## src/rtl/serializer_10bit_pkg.sv

```systemverilog
// Shared widths and FSM encoding for the 10-bit serializer.
package serializer_10bit_pkg;

    localparam int DATA_W     = 10;
    localparam int FRAME_BITS = 12;
    localparam logic [3:0] LAST_BIT_IDX = 4'(DATA_W - 1);

    typedef enum logic [1:0] {
        IDLE  = 2'd0,
        START = 2'd1,
        DATA  = 2'd2,
        STOP  = 2'd3
    } state_t;

endpackage

```

## src/rtl/serializer_10bit_if.sv

```systemverilog
// Parallel-load / serial-out bundle between the upstream producer and the serializer.
interface serializer_10bit_if;
    import serializer_10bit_pkg::*;

    logic              load;
    logic [DATA_W-1:0] d;
    logic              sout;
    logic              busy;
    logic              done;

    modport master (output load, output d, input sout, input busy, input done);
    modport slave  (input load, input d, output sout, output busy, output done);

endinterface

```

## src/rtl/serializer_10bit_bit_tick.sv

```systemverilog
// Bit-period counter: while enabled, pulses o_tick in the last clk cycle of every DIV-cycle bit.
module bit_tick #(
    parameter int DIV = 4
) (
    input  logic clk,
    input  logic clr,
    input  logic i_en,
    output logic o_tick
);

    localparam int CNT_W = $clog2(DIV);
    localparam logic [CNT_W-1:0] CNT_LAST = CNT_W'(DIV - 1);

    logic [CNT_W-1:0] r_cnt;

    // Held at zero while disabled so every frame starts on a fresh bit period.
    always_ff @(posedge clk or posedge clr) begin
        if (clr) begin
            r_cnt <= '0;
        end else if (!i_en || (r_cnt == CNT_LAST)) begin
            r_cnt <= '0;
        end else begin
            r_cnt <= r_cnt + 1'b1;
        end
    end

    assign o_tick = i_en && (r_cnt == CNT_LAST);

endmodule

```

## src/rtl/serializer_10bit.sv

```systemverilog
// 10-bit parallel-to-serial transmitter: start bit, d[0]..d[9] LSB first, stop bit, each held DIV clocks.
module serializer_10bit
    import serializer_10bit_pkg::*;
#(
    parameter int DIV = 4
) (
    input  logic              clk,
    input  logic              clr,
    serializer_10bit_if.slave bus
);

    state_t            r_state;
    logic [DATA_W-1:0] r_shift;
    logic [3:0]        r_bitIdx;
    logic              r_sout;
    logic              r_busy;
    logic              r_done;

    state_t            w_stateNext;
    logic [DATA_W-1:0] w_shiftNext;
    logic [3:0]        w_bitIdxNext;
    logic              w_soutNext;
    logic              w_busyNext;
    logic              w_doneNext;
    logic              w_tick;
    logic              w_en;

    assign w_en = (r_state != IDLE);

    bit_tick #(.DIV(DIV)) u_bit_tick (
        .clk    (clk),
        .clr    (clr),
        .i_en   (w_en),
        .o_tick (w_tick)
    );

    always_ff @(posedge clk or posedge clr) begin
        if (clr) begin
            r_state  <= IDLE;
            r_shift  <= '0;
            r_bitIdx <= '0;
            r_sout   <= 1'b1;
            r_busy   <= 1'b0;
            r_done   <= 1'b0;
        end else begin
            r_state  <= w_stateNext;
            r_shift  <= w_shiftNext;
            r_bitIdx <= w_bitIdxNext;
            r_sout   <= w_soutNext;
            r_busy   <= w_busyNext;
            r_done   <= w_doneNext;
        end
    end

    // Outputs are computed one edge ahead so sout/busy/done come straight from flops.
    always_comb begin
        w_stateNext  = r_state;
        w_shiftNext  = r_shift;
        w_bitIdxNext = r_bitIdx;
        w_soutNext   = r_sout;
        w_busyNext   = r_busy;
        w_doneNext   = 1'b0;

        case (r_state)
            IDLE: begin
                w_soutNext = 1'b1;
                w_busyNext = 1'b0;
                if (bus.load) begin
                    w_stateNext  = START;
                    w_shiftNext  = bus.d;
                    w_bitIdxNext = '0;
                    w_soutNext   = 1'b0;
                    w_busyNext   = 1'b1;
                end
            end
            START: begin
                if (w_tick) begin
                    w_stateNext  = DATA;
                    w_soutNext   = r_shift[0];
                    w_shiftNext  = r_shift >> 1;
                    w_bitIdxNext = '0;
                end
            end
            DATA: begin
                if (w_tick) begin
                    if (r_bitIdx == LAST_BIT_IDX) begin
                        w_stateNext  = STOP;
                        w_soutNext   = 1'b1;
                        w_bitIdxNext = '0;
                    end else begin
                        w_bitIdxNext = r_bitIdx + 4'd1;
                        w_soutNext   = r_shift[0];
                        w_shiftNext  = r_shift >> 1;
                    end
                end
            end
            STOP: begin
                if (w_tick) begin
                    w_stateNext = IDLE;
                    w_soutNext  = 1'b1;
                    w_busyNext  = 1'b0;
                    w_doneNext  = 1'b1;
                end
            end
            default: begin
                w_stateNext = IDLE;
            end
        endcase
    end

    assign bus.sout = r_sout;
    assign bus.busy = r_busy;
    assign bus.done = r_done;

endmodule

```

## src/flat_wrapper.sv

```systemverilog
// flat-port wrapper written by rule: the top's interface ports become plain ports
module serializer_10bit_flat import serializer_10bit_pkg::*;
#(
    parameter int DIV = 4
)
  (clk, clr, bus_load, bus_d, bus_sout, bus_busy, bus_done);
  serializer_10bit_if bus_i ();
  input  logic clk;
  input  logic clr;
  input wire logic [$bits(bus_i.load)-1:0] bus_load;
  input wire logic [$bits(bus_i.d)-1:0] bus_d;
  output wire logic [$bits(bus_i.sout)-1:0] bus_sout;
  output wire logic [$bits(bus_i.busy)-1:0] bus_busy;
  output wire logic [$bits(bus_i.done)-1:0] bus_done;
  assign bus_i.load = bus_load;
  assign bus_i.d = bus_d;
  assign bus_sout = bus_i.sout;
  assign bus_busy = bus_i.busy;
  assign bus_done = bus_i.done;
  serializer_10bit #(.DIV(DIV)) u_core (.clk(clk), .clr(clr), .bus(bus_i));
endmodule
```

## config.mk

```make
export PLATFORM = sky130hd
export DESIGN_NAME = serializer_10bit_flat
export DESIGN_NICKNAME = d
export VERILOG_FILES = /design/src/rtl/serializer_10bit_pkg.sv /design/src/rtl/serializer_10bit_if.sv /design/src/rtl/serializer_10bit_bit_tick.sv /design/src/rtl/serializer_10bit.sv /design/src/flat_wrapper.sv
export SDC_FILE = /design/constraint.sdc
export NUM_CORES = 1
export LEC_CHECK = 0
export ABC_AREA = 1
export CORE_ASPECT_RATIO = 1.75
export CORE_UTILIZATION = 30
export CTS_BUF_LIST = sky130_fd_sc_hd__clkbuf_8 sky130_fd_sc_hd__clkbuf_16
export CTS_CLUSTER_SIZE = 28
export DETAILED_ROUTE_END_ITERATION = 8
export HOLD_SLACK_MARGIN = 0.1
export SYNTH_ARGS = -nofsm -noshare
export SYNTH_HDL_FRONTEND = slang
export SYNTH_SLANG_ARGS = --single-unit
export TNS_END_PERCENT = 50
```

## constraint.sdc

```tcl
create_clock -name clk -period 1.6 [get_ports clk]
set_input_delay 0.32 -clock clk [delete_from_list [all_inputs] [get_ports clk]]
set_output_delay 0.32 -clock clk [all_outputs]
set_load 0.1 [all_outputs]
```

==> results.ini, run 1 <==
[setup_path]
worstPathArrival_ns = 1.66
critPathLaunch = u_core.r_state[0]
endpoint_kind = flop
start_kind = flop
r2r-end = u_core.r_shift[1]
r2r_setup_slack_ns = 0.10
crit_fanout = 7
reg2reg_depth = 8
worst_ep_required_time_ns = 1.76
worstReg2RegStart = u_core.r_state[0]
criticalPathCategory = reg2reg

[timing]
setup_violations = 0
skew_ns = 0.00112
fin_crit_sh_pct = 93.5
slew_headroom_pct = 81.2
grt_setup_unrepaired = false
worstMarginPinSlew_ns = 0.282
fmax_mhz = 668
hold_viol_final = 0
final.setup.tns_ns = 0
min_period_ns = 1.50
slew_viol_final = 0

[power]
switchingPower_mw = 1.76
switching_share_pct = 45.0
leakagePower_nw = 0.809
power_frac_comb_pct = 68.2
clkPwrFrac_pct = 9.1
p_int_mw = 2.15
ir_drop_mv = 1.27
power_frac_seq_pct = 22.7
power_density_mw_per_mm2 = 2350

[floorplan]
rows = 30
die_w_um = 50.8
start_util_pct = 31.7
ios = 16
fp.dieH_um = 87.3
die_area_sq_mm = 0.00443
fp.coreArea_sq_mm = 0.00394

[finish]
layout_commonest_cell = nand2_1
nNetsFinal = 195
syn2layout_area_growth_pct = 33.2
layout_common_cells = nand2_1 (29), dfrtp_1 (20), inv_1 (19)
drive_gt1_share_pct = 26.4
insertedDiodeCount = 0
fin_cells = 222

[detailed_routing]
wl_met1_um = 890
ant_nets = 0
drc = 0
first_iter_violations = 37
maxUsedRoutingLayer = met4
drt_first_pass_iters = 4
dr_wl_met2_um = 1450
wl_met3_um = 59
wl_per_cell_um = 11.2
wirelength_um = 2490
vias = 1020
viasPerCell = 4.59

[placed_design]
dp_hpwl_um = 1840
io_buffers = 15
placedCellCount = 213
gp_congestion = 0.918

[yosys]
synth_top_area_share_pct = 40.1
synthSimpleGateAreaFrac_pct = 26.4
syn_avg_cell_area_sq_um = 8.67
yosys_warnings = 0
muxShareOfSynthArea_pct = 0.902
yosys.area.top_type = dfrtp_1
synth_top_family_by_area = simple AND/OR/NAND/NOR gates
synth_cell_types = 26
synth_compound_area_share_pct = 12.8
synth_nets = 164
synth_area_leaders = dfrtp_1 (40%), nand2_1 (9.0%), ha_1 (7.0%)
seq_area_frac_synth_pct = 42.2
netlist_area_sq_mm = 0.00125
synth_seq_cells = 21
synth_xor_xnor_area_share_pct = 0.701
synthAdderAreaFrac_pct = 7.01
syn_inst = 144

[clock_tree]
clockBufferDepth = 2
numCtsBuffers = 3
htreeDepth = 1
cts_hold_buf = 0
insertion_delay_ns = 0.26
cts-root-buf = clkbuf_8
clk_pin_slew_ns = 0.08
cts_tree = done
cts_sinks = 21

[global_route]
antenna_found_initial = 0
grt_start_max_net_pins = 22
grt_overflow = 0
grt_pass1_vias = 1104
grt_pass1_wl_um = 4430
track_usage_pct = 13.3

[run]
maxCapViolCount = 0

[status]
status = completed

[hold_path]
worstHoldPathType = in2async

==> layout make-up <==
class,instances,area [sq um]
Multi-Input combinational cell,98,607
Tap cell,48,60.1
Fill cell,399,2280
Inverter,22,96.3
Clock buffer,3,41.3
Timing Repair Buffer,29,328
Sequential cell,21,527
Clock inverter,1,3.75
==> flip-flops by register name, summed over array words and instances (netlist names) <==
register                 flops
u_core.bus.busy              1
u_core.bus.done              1
u_core.bus.sout              1
u_core.r_bitIdx              4
u_core.r_shift              10
u_core.r_state               2
u_core.u_bit_tick.r_cnt      2
==> synth_stat cells (all sizes together) <==
cell	number
dfstp	1
xor2	1
a21oi	11
ha	7
bufinv	1
mux2	1
nor2	19
nand2	35
o21ai	15
nor3	1
nand3	5
buf	2
nor3b	1
inv	21
nand4	2
dfrtp	20
clkbuf	1
==> worst max path at each step <==
stage                        end  slack [ns]  depth (start not counted)
6_report       u_core.r_shift[1]        0.10                          8
5_1_grt        u_core.r_shift[1]       0.004                         10
4_1_cts        u_core.r_state[1]        0.02                          8
3_5_place_dp   u_core.r_shift[9]       -0.05                          7
3_3_place_gp   u_core.r_shift[1]       -0.02                          7
2_1_floorplan  u_core.r_shift[1]        0.12                          9
==> timing repair <==
item                       CTS  global route
pin swaps                    1             2
gates resized for setup      0             4
setup endpoints to repair    8            16
buffers inserted             2             2
gates cloned                 0             1
==> critical path, stage by stage, from the launching register on <==
cell and delay [ns]:
dfrtp_1 0.40, inv_1 0.11, ha_2 0.21, nand4_1 0.14, bufinv_8 0.23, nor2_8 0.05
buf_12 0.13, nand2_1 0.06, o21ai_2 0.06
==> layer usage <==
metal | GRT usage (%) | vias to the layer above
li1 | - | 512
met4 | 9.60 | 0
met5 | 0 | -
met2 | 24.6 | 21
met1 | 13.1 | 478
met3 | 1.92 | 9
==> kinds of logic (layout without fill, tap and decap cells) <==
group	count (synthesis)	in the layout
AND/OR/NAND/NOR	63	63
AO/OA/AOI/OAI	26	26
buffers and inverters	25	55
flip-flops	21	21
adder cells (fa/ha/maj)	7	7
XOR/XNOR	1	1
multiplexers	1	1
==> per-stage QoR <==
stage / worst slack [ns] / hold WS (ns) / util [%] / power [mW] / cell area (sq um)
after floorplan: 0.122 / 0.296 / - / 2.63 / 1250
after global placement: -0.0220 / 0.418 / 38.8 / 3.06 / 1530
after detailed placement: -0.0513 / 0.437 / 38.8 / 3.15 / 1530
after CTS: 0.0153 / 0.392 / 40.9 / 3.74 / 1610
after global routing: 0.00385 / 0.459 / 42.2 / 4.24 / 1660
final: 0.103 / 0.381 / 42.2 / 3.91 / 1660
==> power by group through the flow <==
stage          registers (mW)  clock network (mW)  logic, mW
6_report                0.888               0.354       2.67
5_1_grt                 0.913               0.388       2.94
4_1_cts                 0.890               0.365       2.48
3_5_place_dp            0.901                   0       2.25
3_3_place_gp            0.887                   0       2.17
2_1_floorplan            1.06                   0       1.57
Power figures use the tool's default switching activity.
==> run 2, diff against run 1 <==
--- a/config.mk
+++ b/config.mk
@@ -8,9 +8,9 @@
 export ABC_AREA = 1
 export CORE_ASPECT_RATIO = 1.75
 export CORE_UTILIZATION = 30
-export CTS_BUF_LIST = sky130_fd_sc_hd__clkbuf_8 sky130_fd_sc_hd__clkbuf_16
 export CTS_CLUSTER_SIZE = 28
 export DETAILED_ROUTE_END_ITERATION = 8
+export GPL_TIMING_DRIVEN = 0
 export HOLD_SLACK_MARGIN = 0.1
 export SYNTH_ARGS = -nofsm -noshare
 export SYNTH_HDL_FRONTEND = slang
==> run 2 against run 1 <==
Effect of this change:
- global-route usage down 0.99 points
- sequential share of layout area rose by 0.26 points
- clock power down 1%
- first-iteration DRC count decreased by 76%
- via count up 1.3%
- cell area down 0.83%
- total power up 1.9%
- sequential power grew 0.7%
- flip-flop and latch count unchanged
- die area unchanged
- critical endpoint unchanged
==> results.ini, run 2 (synthesized netlist as in run 1, its figures left out) <==
[global_route]
grtUsageMet1_pct = 12.4
grt_overflow = 0
antenna_found_initial = 0
busiest_layer = met2
use_met2_pct = 22.9
track_usage_pct = 12.4
grt_pass1_wl_um = 4170
grt_pass1_vias = 1032
gr-usage-met3_pct = 1.05
grt_start_max_net_pins = 22

[floorplan]
fp.coreArea_sq_mm = 0.00394
start_util_pct = 31.7
ios = 16
fp.dieH_um = 87.3
die_w_um = 50.8
die_area_sq_mm = 0.00443
rows = 30

[clock_tree]
cts-root-buf = clkbuf_8
cts_sinks = 21
clk_pin_slew_ns = 0.08
cts_hold_buf = 0
clockBufferDepth = 2
insertion_delay_ns = 0.26
cts_tree = done
numCtsBuffers = 3
htreeDepth = 1

[setup_path]
cpPeakStageDelay_ns = 0.42
worstPathArrival_ns = 1.72
worst_ep_required_time_ns = 1.75
path_cells = inv_2 > ha_4 > inv_4 > nor2_4 > nor2_8 > nand2_8 > nor2_8 > clkbuf_16 > o21ai_2
crit_top_cell = nor2_8
endpoint_kind = flop
crit_fanout = 6
criticalPathCategory = reg2reg
start_kind = flop
crit_slowest_cell = dfrtp_1

[placed_design]
dp_hpwl_um = 1780
io_buffers = 15
placedCellCount = 207
gp_congestion = 0.876
placed_area_sq_mm = 0.00146

[finish]
syn2layout_area_growth_pct = 32.1
drive_gt1_share_pct = 30.2
layout_commonest_cell = nand2_1
layout_common_cells = nand2_1 (25), dfrtp_1 (20), inv_1 (15), nor2_1 (15), clkdlybuf4s50_1 (12)
largest_reg_flops = 10
top_register = u_core.r_shift
reg.largest.list = u_core.r_shift x10, u_core.r_bitIdx x4
fin_cells = 220
nNetsFinal = 193
insertedDiodeCount = 0
final_area_sq_mm = 0.00165

[detailed_routing]
drt_first_pass_iters = 4
wl_per_cell_um = 11.6
drc = 0
wirelength_um = 2550
vias = 1033
viasPerCell = 4.70
ant_nets = 0
first_iter_violations = 9

[status]
status = completed

[timing]
min_period_ns = 1.57
slew_headroom_pct = 45.0
hold_viol_final = 0
worstMarginPinSlew_ns = 0.824
skew_ns = 0.00699
grt_setup_unrepaired = true
setup_violations = 0
slew_viol_final = 0
hold_slack_ns = 0.438
fin_crit_sh_pct = 98.2
fmax_mhz = 636

[power]
leakagePower_nw = 0.789
power_density_mw_per_mm2 = 2410
ir_drop_mv = 1.10

[run]
maxCapViolCount = 0

[hold_path]
worstHoldPathType = reg2reg

## run 2: per-layer routing
metal | vias to the layer above | wire length (um)
met4 | 0 | 89
li1 | 513 | -
met2 | 27 | 1400
met1 | 483 | 984
met3 | 10 | 71
met5 | - | 0
## run 2: critical path: cells and delay by family, from the launching register on
| kind | cells | cell delay, ns |
|---|---|---|
| compound gates | 1 | 0.05 |
| fa+ha+maj | 1 | 0.18 |
| simple gates | 4 | 0.45 |
| buf+inv | 3 | 0.35 |
| flops | 1 | 0.42 |
## run 2: power breakdown
part	internal [mW]	switching [mW]	leakage (nW)
registers	0.776	0.118	0.264
clock network	0.173	0.176	0.0255
logic	1.18	1.56	0.500
## run 2: final timing paths
check / startpoint / end / slack (ns) / depth (start not counted)
min in group asynchronous: clr / u_core.r_shift[9] / 0.51 / 2
hold / removal: u_core.u_bit_tick.r_cnt[0] / u_core.u_bit_tick.r_cnt[0] / 0.44 / 1
max in group asynchronous: clr / u_core.r_shift[1] / 0.57 / 2
setup / recovery: u_core.r_state[0] / u_core.r_shift[1] / 0.03 / 9
hold reg to reg: u_core.u_bit_tick.r_cnt[0] / u_core.u_bit_tick.r_cnt[0] / 0.44 / 1
setup reg to reg: u_core.r_state[0] / u_core.r_shift[1] / 0.03 / 9
## run 2: final cells by class
class / count / area [sq um]
Multi-Input combinational cell: 98 / 642
Clock buffer: 3 / 41.3
Tap cell: 48 / 60.1
Timing Repair Buffer: 25 / 248
Buffer: 2 / 27.5
Inverter: 22 / 98.8
Sequential cell: 21 / 527
Fill cell: 392 / 2290
Clock inverter: 1 / 5.00
## run 2: what timing repair did
| action | 4_1_cts | 5_1_grt |
|---|---|---|
| setup buffers | 5 | 4 |
| gates resized for setup | 20 | 13 |
| endpoints found under the setup margin | 14 | 12 |
| pin swaps | 2 | 6 |
| cloned | 0 | 1 |
## run 2: through the flow
step	TNS [ns]	setup WS (ns)	util [%]	total power [mW]
5_1_grt	-0.323	-0.0462	41.8	4.30
2_1_floorplan	0	0.122	-	2.63
3_5_place_dp	-1.46	-0.353	37.0	3.04
3_3_place_gp	-1.16	-0.352	37.0	2.95
4_1_cts	0	0.00825	39.7	3.61
6_report	0	0.0284	41.8	3.98
==> run 3, diff against run 2 <==
--- a/config.mk
+++ b/config.mk
@@ -12,6 +12,7 @@
 export DETAILED_ROUTE_END_ITERATION = 8
 export GPL_TIMING_DRIVEN = 0
 export HOLD_SLACK_MARGIN = 0.1
+export PLACE_DENSITY = 0.55
 export SYNTH_ARGS = -nofsm -noshare
 export SYNTH_HDL_FRONTEND = slang
 export SYNTH_SLANG_ARGS = --single-unit
==> run 3 against run 2 <==
Effect of this change:
- worst hold slack worse by 0.0055 ns
- combinational power down 7%
- setup slack better by 0.034 ns
- fmax up 2.2%
==> results.ini, run 3 (synthesized netlist as in run 1, its figures left out) <==
[clock_tree]
cts_tree = done
htreeDepth = 1
cts-root-buf = clkbuf_8
clockBufferDepth = 2
cts_hold_buf = 0
insertion_delay_ns = 0.25
cts_sinks = 21
numCtsBuffers = 3
clk_pin_slew_ns = 0.07

[floorplan]
fp.coreArea_sq_mm = 0.00394
fp.dieH_um = 87.3
rows = 30
ios = 16
die_w_um = 50.8
die_area_sq_mm = 0.00443
start_util_pct = 31.7

[finish]
final_core_util_pct = 41.3
top_register = u_core.r_shift
largest_reg_flops = 10
layout_commonest_cell = nand2_1
insertedDiodeCount = 0
syn2layout_area_growth_pct = 30.4
nNetsFinal = 192
drive_gt1_share_pct = 26.3
layout_common_cells = nand2_1 (29), dfrtp_1 (20), inv_1 (16), nor2_1 (16), clkdlybuf4s50_1 (12)
reg.largest.list = u_core.r_shift x10, u_core.r_bitIdx x4

[timing]
worstMarginPinSlew_ns = 0.808
setup_violations = 0
fin_crit_sh_pct = 96.1
min_period_ns = 1.54
fin_ws_ns = 0.0621
slew_headroom_pct = 46.1
hold_viol_final = 0
skew_ns = 0.000969
slew_viol_final = 0
fmax_mhz = 650

[power]
ir_drop_mv = 1.18
power_mw = 3.78
power_density_mw_per_mm2 = 2320
clkPwrFrac_pct = 9.1
switching_share_pct = 46.1
leakagePower_nw = 0.774
switchingPower_mw = 1.74
p_int_mw = 2.04
power_frac_seq_pct = 23.3
power_frac_comb_pct = 67.6

[detailed_routing]
ant_nets = 0
drt_first_pass_iters = 2
wirelength_um = 2440
wl_per_cell_um = 11.1
drc = 0
first_iter_violations = 7
vias = 989
viasPerCell = 4.52

[placed_design]
dp_hpwl_um = 1840
io_buffers = 15
place_ws_ns = -0.355
gp_congestion = 0.885

[global_route]
track_usage_pct = 12.2
antenna_found_initial = 0
grt_pass1_vias = 1011
grt_pass1_wl_um = 4040
grt_overflow = 0
grt_start_max_net_pins = 22

[setup_path]
r2r_setup_slack_ns = 0.06
r2r-end = u_core.r_shift[4]
reg2reg_depth = 6
start_kind = flop
worst_ep_required_time_ns = 1.75
crit_fanout = 10
worstReg2RegStart = u_core.r_state[1]
worstPathArrival_ns = 1.69
criticalPathCategory = reg2reg
endpoint_kind = flop

[hold_path]
worstHoldPathType = reg2reg
min_path_cells = 1
holdPathEnd = u_core.u_bit_tick.r_cnt[0]
min_from = u_core.u_bit_tick.r_cnt[0]

[status]
status = completed

[run]
maxCapViolCount = 0

-- run 3: area by class of cell --
cell class | count | area [sq um]
fill | 404 | 2310
multi-input combinational | 98 | 627
sequential | 21 | 527
timing repair buffer | 23 | 238
inverter | 22 | 98.8
tap | 48 | 60.1
clock buffer | 4 | 45.0
buffer | 3 | 32.5
-- run 3: worst max path at each step --
stage,from,endpoint,slack [ns],depth (start not counted)
final,u_core.r_state[1],u_core.r_shift[4],0.06,6
after global routing,u_core.r_state[0],u_core.r_shift[7],-0.008,9
after CTS,u_core.r_state[0],u_core.r_shift[2],0.02,10
after detailed placement,u_core.bus.sout,bus_sout,-0.35,1
after global placement,u_core.bus.sout,bus_sout,-0.35,1
after floorplan,u_core.r_state[0],u_core.r_shift[1],0.12,9
-- run 3: power by group through the flow --
| stage | Sequential [mW] | Combinational (mW) | Clock [mW] |
|---|---|---|---|
| 6_report | 0.882 | 2.55 | 0.342 |
| 5_1_grt | 0.909 | 2.81 | 0.375 |
| 4_1_cts | 0.876 | 2.32 | 0.361 |
| 3_5_place_dp | 0.885 | 2.15 | 0 |
| 3_3_place_gp | 0.875 | 2.11 | 0 |
| 2_1_floorplan | 1.06 | 1.57 | 0 |
-- run 3: per-stage QoR --
stage / TNS (ns) / std cells / instance area (sq um) / hold slack [ns]
floorplan: 0 / 144 / 1250 / 0.296
global placement: -1.30 / 207 / 1460 / 0.418
detailed placement: -1.48 / 207 / 1460 / 0.428
CTS: 0 / 213 / 1550 / 0.441
global route: -0.0160 / 219 / 1630 / 0.466
finish: 0 / 219 / 1630 / 0.432
-- run 3: repair_timing --
action / 4_1_cts / 5_1_grt
hold endpoints to repair: 0 / 0
setup endpoints to repair: 14 / 11
pin swaps: 2 / 5
resized for setup: 16 / 7
setup buffers: 2 / 5
cloned: 0 / 1
-- run 3: layer usage --
metal | track usage [%] | share of wire (%)
met5 | 0 | 0
met4 | 8.84 | 2.5
met3 | 1.05 | 2.3
met2 | 23.6 | 58
met1 | 11.3 | 37
-- run 3: critical path: stages, from the launching register on --
cell and delay, ns:
dfrtp_1 0.42, inv_2 0.08, ha_4 0.25, buf_2 0.20, mux2_2 0.35, nand2_1 0.07
o21ai_2 0.05
